## src/rtl/cpu_pkg.sv

```systemverilog
// Shared CPU-wide constants: default register-file geometry and the hard-wired zero register.
package cpu_pkg;

   localparam int DATA_W_DEF = 16;
   localparam int ADDR_W_DEF = 3;
   localparam int ZERO_REG   = 0;

endpackage : cpu_pkg

```

## src/rtl/reg_scoreboard.sv

```systemverilog
// Pending-write scoreboard: one busy bit per register, set on accepted issue,
// cleared on writeback, with a WAW stall on issue to a still-pending register.
module reg_scoreboard
   import cpu_pkg::*;
#(
   parameter int ADDR_W  = ADDR_W_DEF,
   parameter bit R0_ZERO = 1'b1
) (
   input  logic                 clk,
   input  logic                 reset,
   input  logic                 iss_en,
   input  logic [ADDR_W-1:0]    iss_addr,
   input  logic                 wr_en,
   input  logic [ADDR_W-1:0]    wr_addr,
   output logic                 iss_ready,
   output logic [2**ADDR_W-1:0] busy_vec
);

   localparam logic [ADDR_W-1:0] ZERO_IDX = ADDR_W'(ZERO_REG);

   logic                 iss_acc;
   logic [2**ADDR_W-1:0] busy_nxt;

   always_comb begin
      // NOTE: every output of this block gets a default first, so no path can infer a latch.
      busy_nxt  = busy_vec;
      iss_ready = !busy_vec[iss_addr] || (wr_en && (wr_addr == iss_addr));
      iss_acc   = iss_en && iss_ready && !(R0_ZERO && (iss_addr == ZERO_IDX));
      // Issue is applied after release so a same-cycle re-issue keeps the bit set.
      if (wr_en)
         busy_nxt[wr_addr] = 1'b0;
      if (iss_acc)
         busy_nxt[iss_addr] = 1'b1;
   end

   // NOTE: sequential state uses non-blocking assignments so all flops update together.
   always_ff @(posedge clk or posedge reset) begin
      if (reset)
         busy_vec <= '0;
      else
         busy_vec <= busy_nxt;
   end

endmodule : reg_scoreboard

```

## src/rtl/reg_file_sb.sv

```systemverilog
// Two-read, one-write register file with byte enables, optional zero register,
// optional write-to-read bypass, and an issue/writeback scoreboard.
module reg_file_sb
   import cpu_pkg::*;
#(
   parameter int DATA_W  = DATA_W_DEF,
   parameter int ADDR_W  = ADDR_W_DEF,
   parameter bit R0_ZERO = 1'b1,
   parameter bit BYPASS  = 1'b1
) (
   input  logic                 clk,
   input  logic                 reset,
   input  logic [ADDR_W-1:0]    rd_addr_a,
   input  logic [ADDR_W-1:0]    rd_addr_b,
   output logic [DATA_W-1:0]    rd_data_a,
   output logic [DATA_W-1:0]    rd_data_b,
   output logic                 rd_busy_a,
   output logic                 rd_busy_b,
   input  logic                 wr_en,
   input  logic [ADDR_W-1:0]    wr_addr,
   input  logic [DATA_W-1:0]    wr_data,
   input  logic [DATA_W/8-1:0]  wr_be,
   input  logic                 iss_en,
   input  logic [ADDR_W-1:0]    iss_addr,
   output logic                 iss_ready,
   output logic [2**ADDR_W-1:0] busy_vec
);

   localparam int                DEPTH    = 2**ADDR_W;
   localparam int                NB       = DATA_W/8;
   localparam logic [ADDR_W-1:0] ZERO_IDX = ADDR_W'(ZERO_REG);

   logic [DATA_W-1:0] regs [DEPTH];
   logic              wr_ok;
   logic              hit_a;
   logic              hit_b;

   assign wr_ok = wr_en && !(R0_ZERO && (wr_addr == ZERO_IDX));
   assign hit_a = BYPASS && wr_ok && (rd_addr_a == wr_addr);
   assign hit_b = BYPASS && wr_ok && (rd_addr_b == wr_addr);

   reg_scoreboard #(
      .ADDR_W  (ADDR_W),
      .R0_ZERO (R0_ZERO)
   ) u_sb (
      .clk       (clk),
      .reset     (reset),
      .iss_en    (iss_en),
      .iss_addr  (iss_addr),
      .wr_en     (wr_en),
      .wr_addr   (wr_addr),
      .iss_ready (iss_ready),
      .busy_vec  (busy_vec)
   );

   // NOTE: the array is reset on purpose (contents must clear asynchronously), so it maps to flops, not RAM.
   always_ff @(posedge clk or posedge reset) begin
      if (reset) begin
         for (int i = 0; i < DEPTH; i++)
            regs[i] <= '0;
      end else if (wr_ok) begin
         for (int k = 0; k < NB; k++)
            if (wr_be[k])
               regs[wr_addr][8*k +: 8] <= wr_data[8*k +: 8];
      end
   end

   function automatic logic [DATA_W-1:0] merge_bytes(input logic [DATA_W-1:0] stored,
                                                     input logic              hit,
                                                     input logic [DATA_W-1:0] wdata,
                                                     input logic [NB-1:0]     be);
      logic [DATA_W-1:0] res;
      res = stored;
      for (int k = 0; k < NB; k++)
         if (hit && be[k])
            res[8*k +: 8] = wdata[8*k +: 8];
      return res;
   endfunction

   always_comb begin
      rd_data_a = '0;
      rd_data_b = '0;
      rd_busy_a = 1'b0;
      rd_busy_b = 1'b0;
      // Outputs sit at their reset values for the whole reset window, bypass included.
      if (!reset) begin
         if (!(R0_ZERO && (rd_addr_a == ZERO_IDX)))
            rd_data_a = merge_bytes(regs[rd_addr_a], hit_a, wr_data, wr_be);
         if (!(R0_ZERO && (rd_addr_b == ZERO_IDX)))
            rd_data_b = merge_bytes(regs[rd_addr_b], hit_b, wr_data, wr_be);
         rd_busy_a = busy_vec[rd_addr_a] && !hit_a;
         rd_busy_b = busy_vec[rd_addr_b] && !hit_b;
      end
   end

endmodule : reg_file_sb
```

## config.mk

```make
export PLATFORM = sky130hd
export DESIGN_NAME = reg_file_sb
export DESIGN_NICKNAME = d
export VERILOG_FILES = /design/src/rtl/cpu_pkg.sv /design/src/rtl/reg_scoreboard.sv /design/src/rtl/reg_file_sb.sv
export SDC_FILE = /design/constraint.sdc
export NUM_CORES = 1
export LEC_CHECK = 0
export ABC_AREA = 1
export BUFFER_PORTS_ARGS = -buffer_cell sky130_fd_sc_hd__buf_2
export CORE_ASPECT_RATIO = 1.2
export CORE_MARGIN = 2
export CORE_UTILIZATION = 45
export DETAILED_ROUTE_END_ITERATION = 8
export PLACE_DENSITY = 0.71
export SKIP_LAST_GASP = 1
export SLEW_MARGIN = 25
export SYNTH_ARGS = -nofsm -noshare
export SYNTH_HDL_FRONTEND = slang
export SYNTH_SLANG_ARGS = --single-unit
export TNS_END_PERCENT = 10
```

## constraint.sdc

```tcl
create_clock -name clk -period 12.4 [get_ports clk]
set_input_delay 2.48 -clock clk [delete_from_list [all_inputs] [get_ports clk]]
set_output_delay 2.48 -clock clk [all_outputs]
set_load 0.01 [all_outputs]
```

==> summary.md <==
| Metric | Value |
|---|---|
| Clock Sink Count | `136` |
| Total leakage power | `4.84 nW` |
| Vias in the first global route | `7,844` |
| Share of the synthesized area in the top cell type | `41.1%` |
| Total core area | `18,100 um^2` |
| Antenna diode count | `0` |
| Worst slew margin relative to its limit | `31.4%` |
| Post-Synth XOR/XNOR Area | `0.212%` |
| Layout filler cell count | `1,830` |
| Data arrival time at the worst-slack endpoint | `5.71 ns` |
| Final instance count without filler cells | `1,557` |
| Wirelength, routed | `26,000 um` |
| Per-instance average area after synthesis | `6.34 um^2` |
| Net count of the finished layout | `1,354` |
| Number of violations of the max-capacitance limit | `0` |
| Share of final-layout standard cells stronger than drive strength 1 | `9.60%` |
| Top_reg_cell synth | `dfrtp_1` |
| Number of primary I/O pins | `77` |
| Adder and majority gate portion of the synthesized area | `0%` |
| Final setup skew | `0.00426 ns` |
| Deepest level of the CTS H-tree | `4` |
| Min cycle time layout | `8.19 ns` |
| Worst vdd ir | `0.000103 V` |
| Detailed-route via count | `8,478` |
| Netlist cell types | `27` |
| Final HPWL DP | `15,800 um` |
| Post-route worst hold slack | `0.402 ns` |
| Synth Net Count | `1,339` |
| Overflow left after global routing | `0` |
| TritonCTS buffer count | `17` |
| Clock latency reported for the late side of the worst-skew pair | `0.43 ns` |
| CP max FO | `25` |
| Post-synthesis sequential area ratio | `41.1%` |
| Count of buffers added by post-CTS timing repair for setup | `0` |
| Height of the chip | `153 um` |
| Largest family of logic cells by synthesized area | `simple AND/OR/NAND/NOR gates` |
| Pwr Density | `151 nW/um^2` |
| Worst min-delay path class | `reg2reg` |
| RSZ-0062 raised after global routing | `false` |
| # resized after CTS | `0` |
| Area growth from synthesis to layout | `11.0%` |
| Status | `finished, final reports clean` |
| Number of placed instances, taps included | `1,525` |
| Largest net degree at the start of global routing | `85` |
| Simple-gate portion of the synthesized area | `42.9%` |
| Die Span X | `128 um` |
| Mux cell area share after synthesis | `0%` |
| Number of antenna-violating nets in the routed design | `0` |
| Measured slew at the worst slew-check pin | `1.02 ns` |
| Number of buffers added to fix hold violations after cts | `0` |
| Worst setup EP type | `primary output` |
| All-layer global routing usage | `27.3%` |
| Launching element type of the critical path | `primary input` |
| Proportion of register bits with asynchronous set or reset after synthesis | `100%` |
| Post-route clock period utilization | `66.1%` |
| Fmax | `122 MHz` |
| Dominant cells by area after synthesis | `dfrtp_1 41%, nand2_1 29%, nand3_1 9.3%` |
| Total power after layout | `1.39 mW` |
| Mapped Cells | `1,305` |
| Synth Register Bits | `136` |
| Final hold violation count | `0` |
| Number of synthesized flops with an enable pin | `0` |
| Clock-pin slew reported for the worst setup and hold paths after clock tree synthesis | `0.06 ns` |
| Fin. max-slew vios | `0` |
| Type of the worst setup path | `in2out` |
| Detailed-routing iteration count for the pre-antenna-repair pass | `6` |
| CTS tree | `done` |
| I/O Buffers | `76` |
| Synth Cell Area | `8280 um^2` |
| Num rows | `54` |
| Fraction of the mapped netlist area in compound gates | `8.66%` |
| Worst Path Required | `9.92 ns` |
| Wire per inst | `16.7 um` |
| Average via count per standard cell | `5.45` |
| Initial cell density of the core | `45.7%` |
| Sum Neg Setup Slack | `0 ns` |
| Routability-driven placement congestion ratio | `0.964` |
| Maximum clock path buffer count | `2` |
| Floorplan die area | `19,500 um^2` |
| DRC Markers | `0` |
| First-pass GRT wire length | `42,000 um` |
| Antenna violations before repair | `0` |
| # setup viols final | `0` |
| Initial drt markers | `942` |
| Biggest area consumer among synthesized cells | `dfrtp_1` |
| Clock Root Buffer | `clkbuf_16` |
| Synth warn | `0` |
-- through the flow --
stage	util (%)	area [um^2]	setup WS, ns
after floorplan	-	8280	4.16
after global placement	47.6	8620	4.13
after detailed placement	47.6	8620	4.34
after CTS	50.8	9190	4.33
after global routing	50.8	9190	4.07
final	50.8	9190	4.21
-- layer usage --
layer | vias up | wire length [um] | GRT usage [%]
met4 | 0 | 624 | 8.95
met5 | - | 0 | 0
met2 | 390 | 12300 | 43.9
li1 | 4132 | - | -
met1 | 3900 | 11000 | 37.2
met3 | 56 | 2160 | 5.13
-- flip-flops by register name, summed over array words and instances, names as in the netlist --
name           count
regs             128
u_sb.busy_vec      8
-- worst paths after layout --
| kind | startpoint | endpoint | slack [ns] | cells past startpoint |
|---|---|---|---|---|
| min in group asynchronous | reset | regs[53]$_DFFE_PP0P_ | 2.22 | 2 |
| max in group asynchronous | reset | regs[27]$_DFFE_PP0P_ | 8.96 | 3 |
| setup reg to reg | u_sb.busy_vec[1]$_DFF_PP0_ | u_sb.busy_vec[2]$_DFF_PP0_ | 11.08 | 7 |
| hold reg to reg | regs[116]$_DFFE_PP0P_ | regs[116]$_DFFE_PP0P_ | 0.40 | 0 |
| hold / removal | regs[116]$_DFFE_PP0P_ | regs[116]$_DFFE_PP0P_ | 0.40 | 0 |
| setup / recovery | rd_addr_b[1] | rd_data_b[3] | 4.21 | 11 |
-- power by group --
group          switching (mW)  internal (mW)  total, mW  leakage [nW]
Sequential             0.0706          0.527      0.598          1.75
Clock                   0.216          0.279      0.496         0.263
Combinational           0.187          0.109      0.296          2.83
Total                   0.474          0.915       1.39          4.84
-- logic make-up after synthesis --
family                 after synthesis
AND/OR/NAND/NOR                    885
XOR/XNOR                             2
buffers and inverters              143
flip-flops                         136
AO/OA/AOI/OAI                      139
-- cells in the final DEF, fill, tap and decap left out, drive strengths merged --
cell type and count:
a21boi 2, a21oi 10, a31oi 1, and3 1
buf 84, bufinv 1, clkbuf 17, clkinv 8
clkinvlp 5, dfrtp 136, inv 56, nand2 642
nand3 154, nand4 2, nor2 82, nor3 2
nor4 1, o21ai 126, or2 1, xnor2 1
xor2 1
-- area by class of cell --
class	count	area, um^2	share of cell area, %
Tap cell	224	280	3.05
Timing Repair Buffer	84	440	4.79
Multi-Input combinational cell	1026	4290	46.6
Inverter	55	211	2.30
Clock inverter	15	146	1.59
Clock buffer	17	425	4.63
Sequential cell	136	3400	37.0
-- critical path, cell delays in order --
cell	delay [ns]
buf_2	0.54
clkinv_1	1.03
nor2_2	0.98
nand3_1	0.14
nand2_1	0.10
inv_1	0.04
nand2_1	0.06
nand2_1	0.05
nand2_1	0.08
nor2_1	0.05
buf_2	0.13
-- cells in the mapped netlist (all sizes together), types with 2 or more instances --
| cell | n |
|---|---|
| nand2 | 642 |
| nand3 | 154 |
| dfrtp | 136 |
| o21ai | 126 |
| nor2 | 82 |
| clkbuf | 56 |
| inv | 51 |
| buf | 32 |
| a21oi | 10 |
| clkinv | 4 |
| a21boi | 2 |
| nand4 | 2 |
| nor3 | 2 |
No activity file was read; power rests on OpenSTA's default activity.
